## config.mk

```make
export PLATFORM = sky130hd
export DESIGN_NAME = instr_fetch
export DESIGN_NICKNAME = d
export VERILOG_FILES = /design/src/rtl/instr_fetch.sv
export SDC_FILE = /design/constraint.sdc
export NUM_CORES = 1
export LEC_CHECK = 0
export BUFFER_PORTS_ARGS = -buffer_cell sky130_fd_sc_hd__buf_2
export CELL_PAD_IN_SITES_DETAIL_PLACEMENT = 1
export CELL_PAD_IN_SITES_GLOBAL_PLACEMENT = 1
export CORE_ASPECT_RATIO = 0.5
export CORE_MARGIN = 3
export CORE_UTILIZATION = 44
export DETAILED_ROUTE_END_ITERATION = 16
export PLACE_DENSITY = 0.88
export RECOVER_POWER = 100
export SLEW_MARGIN = 5
export SYNTH_ARGS = -nofsm -noshare
export SYNTH_HDL_FRONTEND = slang
export SYNTH_SLANG_ARGS = --single-unit
```

## constraint.sdc

```tcl
create_clock -name clk -period 3 [get_ports clk]
set_input_delay 0.3 -clock clk [delete_from_list [all_inputs] [get_ports clk]]
set_output_delay 0.3 -clock clk [all_outputs]
set_load 0.1 [all_outputs]
```

## src/rtl/instr_fetch.sv

```systemverilog
// Instruction fetch unit: asks the PC for an address, reads instruction memory,
// and queues {instruction, address} pairs in a 2-entry buffer for decode.
module instr_fetch #(
  parameter int WORD    = 16,
  parameter int TIMEOUT = 15
) (
  input  logic            clk,
  input  logic            rst,
  input  logic            run,
  output logic            PC_fetch,
  input  logic [WORD-1:0] location,
  input  logic            flush,
  output logic            imem_req,
  output logic [WORD-1:0] imem_addr,
  input  logic            imem_ack,
  input  logic [WORD-1:0] imem_rdata,
  output logic [WORD-1:0] instr,
  output logic [WORD-1:0] instr_pc,
  output logic            instr_valid,
  input  logic            instr_ready,
  output logic            timeout_err
);

  typedef enum logic [2:0] {IDLE, PC_REQ, PC_LAT, MEM_REQ, STALL} state_t;

  localparam logic [3:0] WaitLast = 4'(TIMEOUT - 1);

  state_t          state_q, state_d;
  logic            pc_fetch_q, pc_fetch_d;
  logic            imem_req_q, imem_req_d;
  logic [WORD-1:0] addr_q, addr_d;
  logic            err_q, err_d;
  logic            drop_q, drop_d;
  logic [3:0]      wait_q, wait_d;

  logic [WORD-1:0] data_q [2];
  logic [WORD-1:0] data_d [2];
  logic [WORD-1:0] pcs_q  [2];
  logic [WORD-1:0] pcs_d  [2];
  logic            rd_ptr_q, rd_ptr_d;
  logic            wr_ptr_q, wr_ptr_d;
  logic [1:0]      count_q, count_d;

  logic            push, pop, full_if_push;

  // flush wins over a same-cycle pop, so a flushed head is never consumed
  assign pop          = (count_q != 2'd0) && instr_ready && !flush;
  assign full_if_push = pop ? (count_q == 2'd2) : (count_q == 2'd1);

  always_comb begin
    state_d = state_q;
    addr_d  = addr_q;
    err_d   = err_q;
    drop_d  = drop_q;
    wait_d  = wait_q;
    push    = 1'b0;
    case (state_q)
      IDLE:    if (run && !err_q) state_d = PC_REQ;
      PC_REQ:  state_d = flush ? PC_REQ : PC_LAT;
      PC_LAT: begin
        if (flush) begin
          state_d = PC_REQ;
        end else begin
          addr_d  = location;
          wait_d  = 4'd0;
          state_d = MEM_REQ;
        end
      end
      MEM_REQ: begin
        if (imem_ack) begin
          drop_d = 1'b0;
          if (drop_q || flush) begin
            state_d = PC_REQ;
          end else begin
            push = (count_q != 2'd2) || pop;
            if (!run)              state_d = IDLE;
            else if (full_if_push) state_d = STALL;
            else                   state_d = PC_REQ;
          end
        end else if (wait_q == WaitLast) begin
          err_d   = 1'b1;
          drop_d  = 1'b0;
          state_d = IDLE;
        end else begin
          wait_d = wait_q + 4'd1;
          if (flush) drop_d = 1'b1;
        end
      end
      STALL:   if (flush || pop) state_d = PC_REQ;
      default: state_d = IDLE;
    endcase
    pc_fetch_d = (state_d == PC_REQ);
    imem_req_d = (state_d == MEM_REQ);
  end

  always_comb begin
    data_d   = data_q;
    pcs_d    = pcs_q;
    rd_ptr_d = rd_ptr_q;
    wr_ptr_d = wr_ptr_q;
    count_d  = count_q;
    if (flush) begin
      rd_ptr_d = 1'b0;
      wr_ptr_d = 1'b0;
      count_d  = 2'd0;
    end else begin
      if (push) begin
        data_d[wr_ptr_q] = imem_rdata;
        pcs_d[wr_ptr_q]  = addr_q;
        wr_ptr_d         = ~wr_ptr_q;
      end
      if (pop) rd_ptr_d = ~rd_ptr_q;
      case ({push, pop})
        2'b10:   count_d = count_q + 2'd1;
        2'b01:   count_d = count_q - 2'd1;
        default: count_d = count_q;
      endcase
    end
  end

  always_ff @(posedge clk or posedge rst) begin
    if (rst) begin
      state_q    <= IDLE;
      pc_fetch_q <= 1'b0;
      imem_req_q <= 1'b0;
      addr_q     <= '0;
      err_q      <= 1'b0;
      drop_q     <= 1'b0;
      wait_q     <= 4'd0;
      rd_ptr_q   <= 1'b0;
      wr_ptr_q   <= 1'b0;
      count_q    <= 2'd0;
      for (int i = 0; i < 2; i++) begin
        data_q[i] <= '0;
        pcs_q[i]  <= '0;
      end
    end else begin
      state_q    <= state_d;
      pc_fetch_q <= pc_fetch_d;
      imem_req_q <= imem_req_d;
      addr_q     <= addr_d;
      err_q      <= err_d;
      drop_q     <= drop_d;
      wait_q     <= wait_d;
      rd_ptr_q   <= rd_ptr_d;
      wr_ptr_q   <= wr_ptr_d;
      count_q    <= count_d;
      data_q     <= data_d;
      pcs_q      <= pcs_d;
    end
  end

  assign PC_fetch    = pc_fetch_q;
  assign imem_req    = imem_req_q;
  assign imem_addr   = addr_q;
  assign timeout_err = err_q;
  assign instr       = data_q[rd_ptr_q];
  assign instr_pc    = pcs_q[rd_ptr_q];
  assign instr_valid = (count_q != 2'd0);

endmodule

```

==> flow_summary.yaml <==
outcome:
  status: "complete, but fails checks"
  failed_checks: "max-capacitance violations, max-slew violations"
synth:
  synth_area_leaders: "dfrtp_1 (55%), mux2_1 (14%), mux2_2 (13%)"
  ys_types: 44
  synth_fa_ha_area_share_pct: 1.45
  syn_area_per_cell_um2: 14.2
  async_flop_share_pct: 100
  synth-compound-area-share_pct: 3.70
  yosysWarnings: 0
  synth_common_cells: "dfrtp_1 (95), mux2_1 (52), mux2_2 (50), inv_1 (10), mux2_4 (10)"
  synth_edf_count: 0
  muxShareOfSynthArea_pct: 30.5
  synthFlopType: "dfrtp_1"
  yosys.area.top_type: "dfrtp_1"
  yosysSeqAreaShare_pct: 54.9
  synth.most_common_cell: "dfrtp_1"
  synth_nets: 347
  ys_seq_elements: 95
  synth_top_family_by_area: "multiplexers"
  synth_xor_xnor_area_share_pct: 1.21
  synth_top_area_share_pct: 54.9
  syn_inst: 304
  syn_area_mm2: 0.00433
  synth_simple_gate_area_share_pct: 4.86
sta:
  min_period_ns: 2.53
  setup_viol: 0
  slew_headroom_pct: -26.9
  skew_ns: 0.00695
  hold_ws_ns: 0.174
  fmax_mhz: 396
  hold_viol: 0
  period_share_pct: 84.3
  rsz0062_at_grt: "false"
  tightest_slew_ns: 1.89
  setup_tns_ns: 0
  drv_slew: 44
worst_setup_path:
  setup.worst_path.start: "count_q[0]$_DFFE_PP0P_"
  required_ns: 3.22
  cp.arrival_ns: 2.75
  r2r-start: "count_q[0]$_DFFE_PP0P_"
  crit_fanout: 32
  crit_type: "reg -> reg"
  worstSetupEndpointType: "flip-flop"
  start_kind: "flip-flop"
placement:
  port_buffers: 89
  place_inst: 512
  routabilityCongestion: 0.799
  dp_hpwl_mm: 6.95
pwr:
  finalPower_mw: 2.86
  p_leak_nw: 2.74
  ir_drop_mv: 0.300
  power_density_mw_per_mm2: 554
detailed_routing:
  detail-route-antenna-nets: 0
  vias: 2777
  wl_mm: 9.95
  wl_per_cell_um: 18.8
  viasPerCell: 5.26
  drt_iter0_drc: 110
  drc: 0
  first_pass_iters: 4
cts:
  numClockSinks: 95
  postCtsSetupBuffers: 0
  clk_pin_slew_ns: 0.07
  clockBufferDepth: 2
  clockRootBuffer: "clkbuf_16"
  hold_buffers: 0
  numCtsBuffers: 9
  post_cts_resized: 0
  clk_latency_ns: 0.35
  htreeDepth: 3
  cts_tree: "built"
final_layout:
  seq_area_mm2: 0.00238
  multi_input_area_mm2: 0.00178
  final_cells: 528
  drive_gt1_share_pct: 36.4
  area_growth_syn_to_layout_pct: 19.1
  finalNetCount: 436
  fill_cells: 949
  diodes: 0
die:
  pin_count: 90
  die_w_um: 146
  core-area_mm2: 0.00913
  row_count: 24
  dieArea_mm2: 0.0111
  die_y_um: 76.1
  floorplan.initialDensity_pct: 47.4
global_route:
  grt_pass1_vias: 3267
  global_route.overflow_total: 0
  grt_max_degree: 44
  grt_usage_pct: 19.1
  grt_pass1_wl_mm: 16.9
  antenna_found_initial: 0
min_path:
  min_from: "imem_rdata[13]"
  hold_class: "in -> reg"
job:
  maxCapViolCount: 1
## cell type report
| cell class | count | share of cell area [%] |
|---|---|---|
| repair buffers | 96 | 8.77 |
| clock buffers | 10 | 4.64 |
| clock inverters | 6 | 2.09 |
| multi-input cells | 181 | 34.5 |
| inverters | 10 | 0.753 |
| well taps | 130 | 3.16 |
| flip-flops and latches | 95 | 46.1 |
## per-layer routing
layer	track usage, %	vias to the layer above	wire (µm)
li1	-	1255	-
met1	20.7	1444	3990
met2	35.8	56	5380
met3	5.11	22	324
met4	7.50	0	251
met5	0	-	0
## logic make-up after synthesis
logic type	Yosys count
compound gates	22
xor+xnor	6
fa+ha+maj	5
buf+inv	28
flops	95
mux	114
simple gates	34
## stage by stage
| step | setup slack, ns | util, % | instance area, µm² |
|---|---|---|---|
| after floorplan | 0.223 | - | 4330 |
| after global placement | 0.626 | 53.7 | 4900 |
| after detailed placement | 0.454 | 53.7 | 4900 |
| after CTS | 0.407 | 57.5 | 5250 |
| after global routing | 0.254 | 56.4 | 5150 |
| final | 0.472 | 56.4 | 5150 |
## flip-flops by register name, summed over array words and instances, names as in the netlist, 2 cells and up
register and flops:
state_q 3, pcs_q 32, data_q 32, imem_addr 16, wait_q 4, count_q 2
## where the power goes
group	switching [mW]	total, mW	leakage (nW)	internal [mW]
Sequential	0.00821	1.30	1.32	1.29
Combinational	0.162	0.237	1.26	0.0752
Clock	0.488	1.32	0.168	0.834
## layout by cell type, fill, tap and decap left out, types with 2 or more instances in the layout
cell       netlist  layout
xor2_1           4       4
mux2_2          50      49
and3_1           2       2
clkinv_2         0       2
nand2b_1         2       2
o21ai_0          5       5
bufinv_16        0       3
dfrtp_1         95      95
xnor2_1          2       2
inv_1           10       9
nand3_1          8       8
clkbuf_1         6      23
nor2b_1          2       2
a21oi_1          4       4
mux2_4          10       2
ha_1             5       5
clkbuf_16        0       9
buf_2            8      38
mux2i_1          2       2
clkbuf_2         0      35
a211oi_1         2       2
mux2_1          52      61
nand2_1          2       2
nor2_1           6       6
nand4_1          2       2
a31oi_1          2       2
## worst paths after layout
| path | end | slack (ns) | cells after the start |
|---|---|---|---|
| worst max-delay path | pcs_q[8]$_DFFE_PP0P_ | 0.47 | 6 |
| worst min-delay path | data_q[13]$_DFFE_PP0P_ | 0.17 | 2 |
| worst max register to register | pcs_q[8]$_DFFE_PP0P_ | 0.47 | 6 |
| worst min register to register | pcs_q[26]$_DFFE_PP0P_ | 0.48 | 1 |
| max in group asynchronous | pcs_q[21]$_DFFE_PP0P_ | 0.97 | 3 |
| min in group asynchronous | imem_addr[9]$_DFFE_PP0P_ | 0.42 | 2 |
## worst max-delay path, cell delays in order (launching register included)
cell and delay, ns:
dfrtp_1 0.43, inv_1 0.09, ha_1 0.24, nand2b_1 0.26, a211oi_4 0.33, nand2_2 0.52, mux2_1 0.52
(Power assumes the default switching activity.)
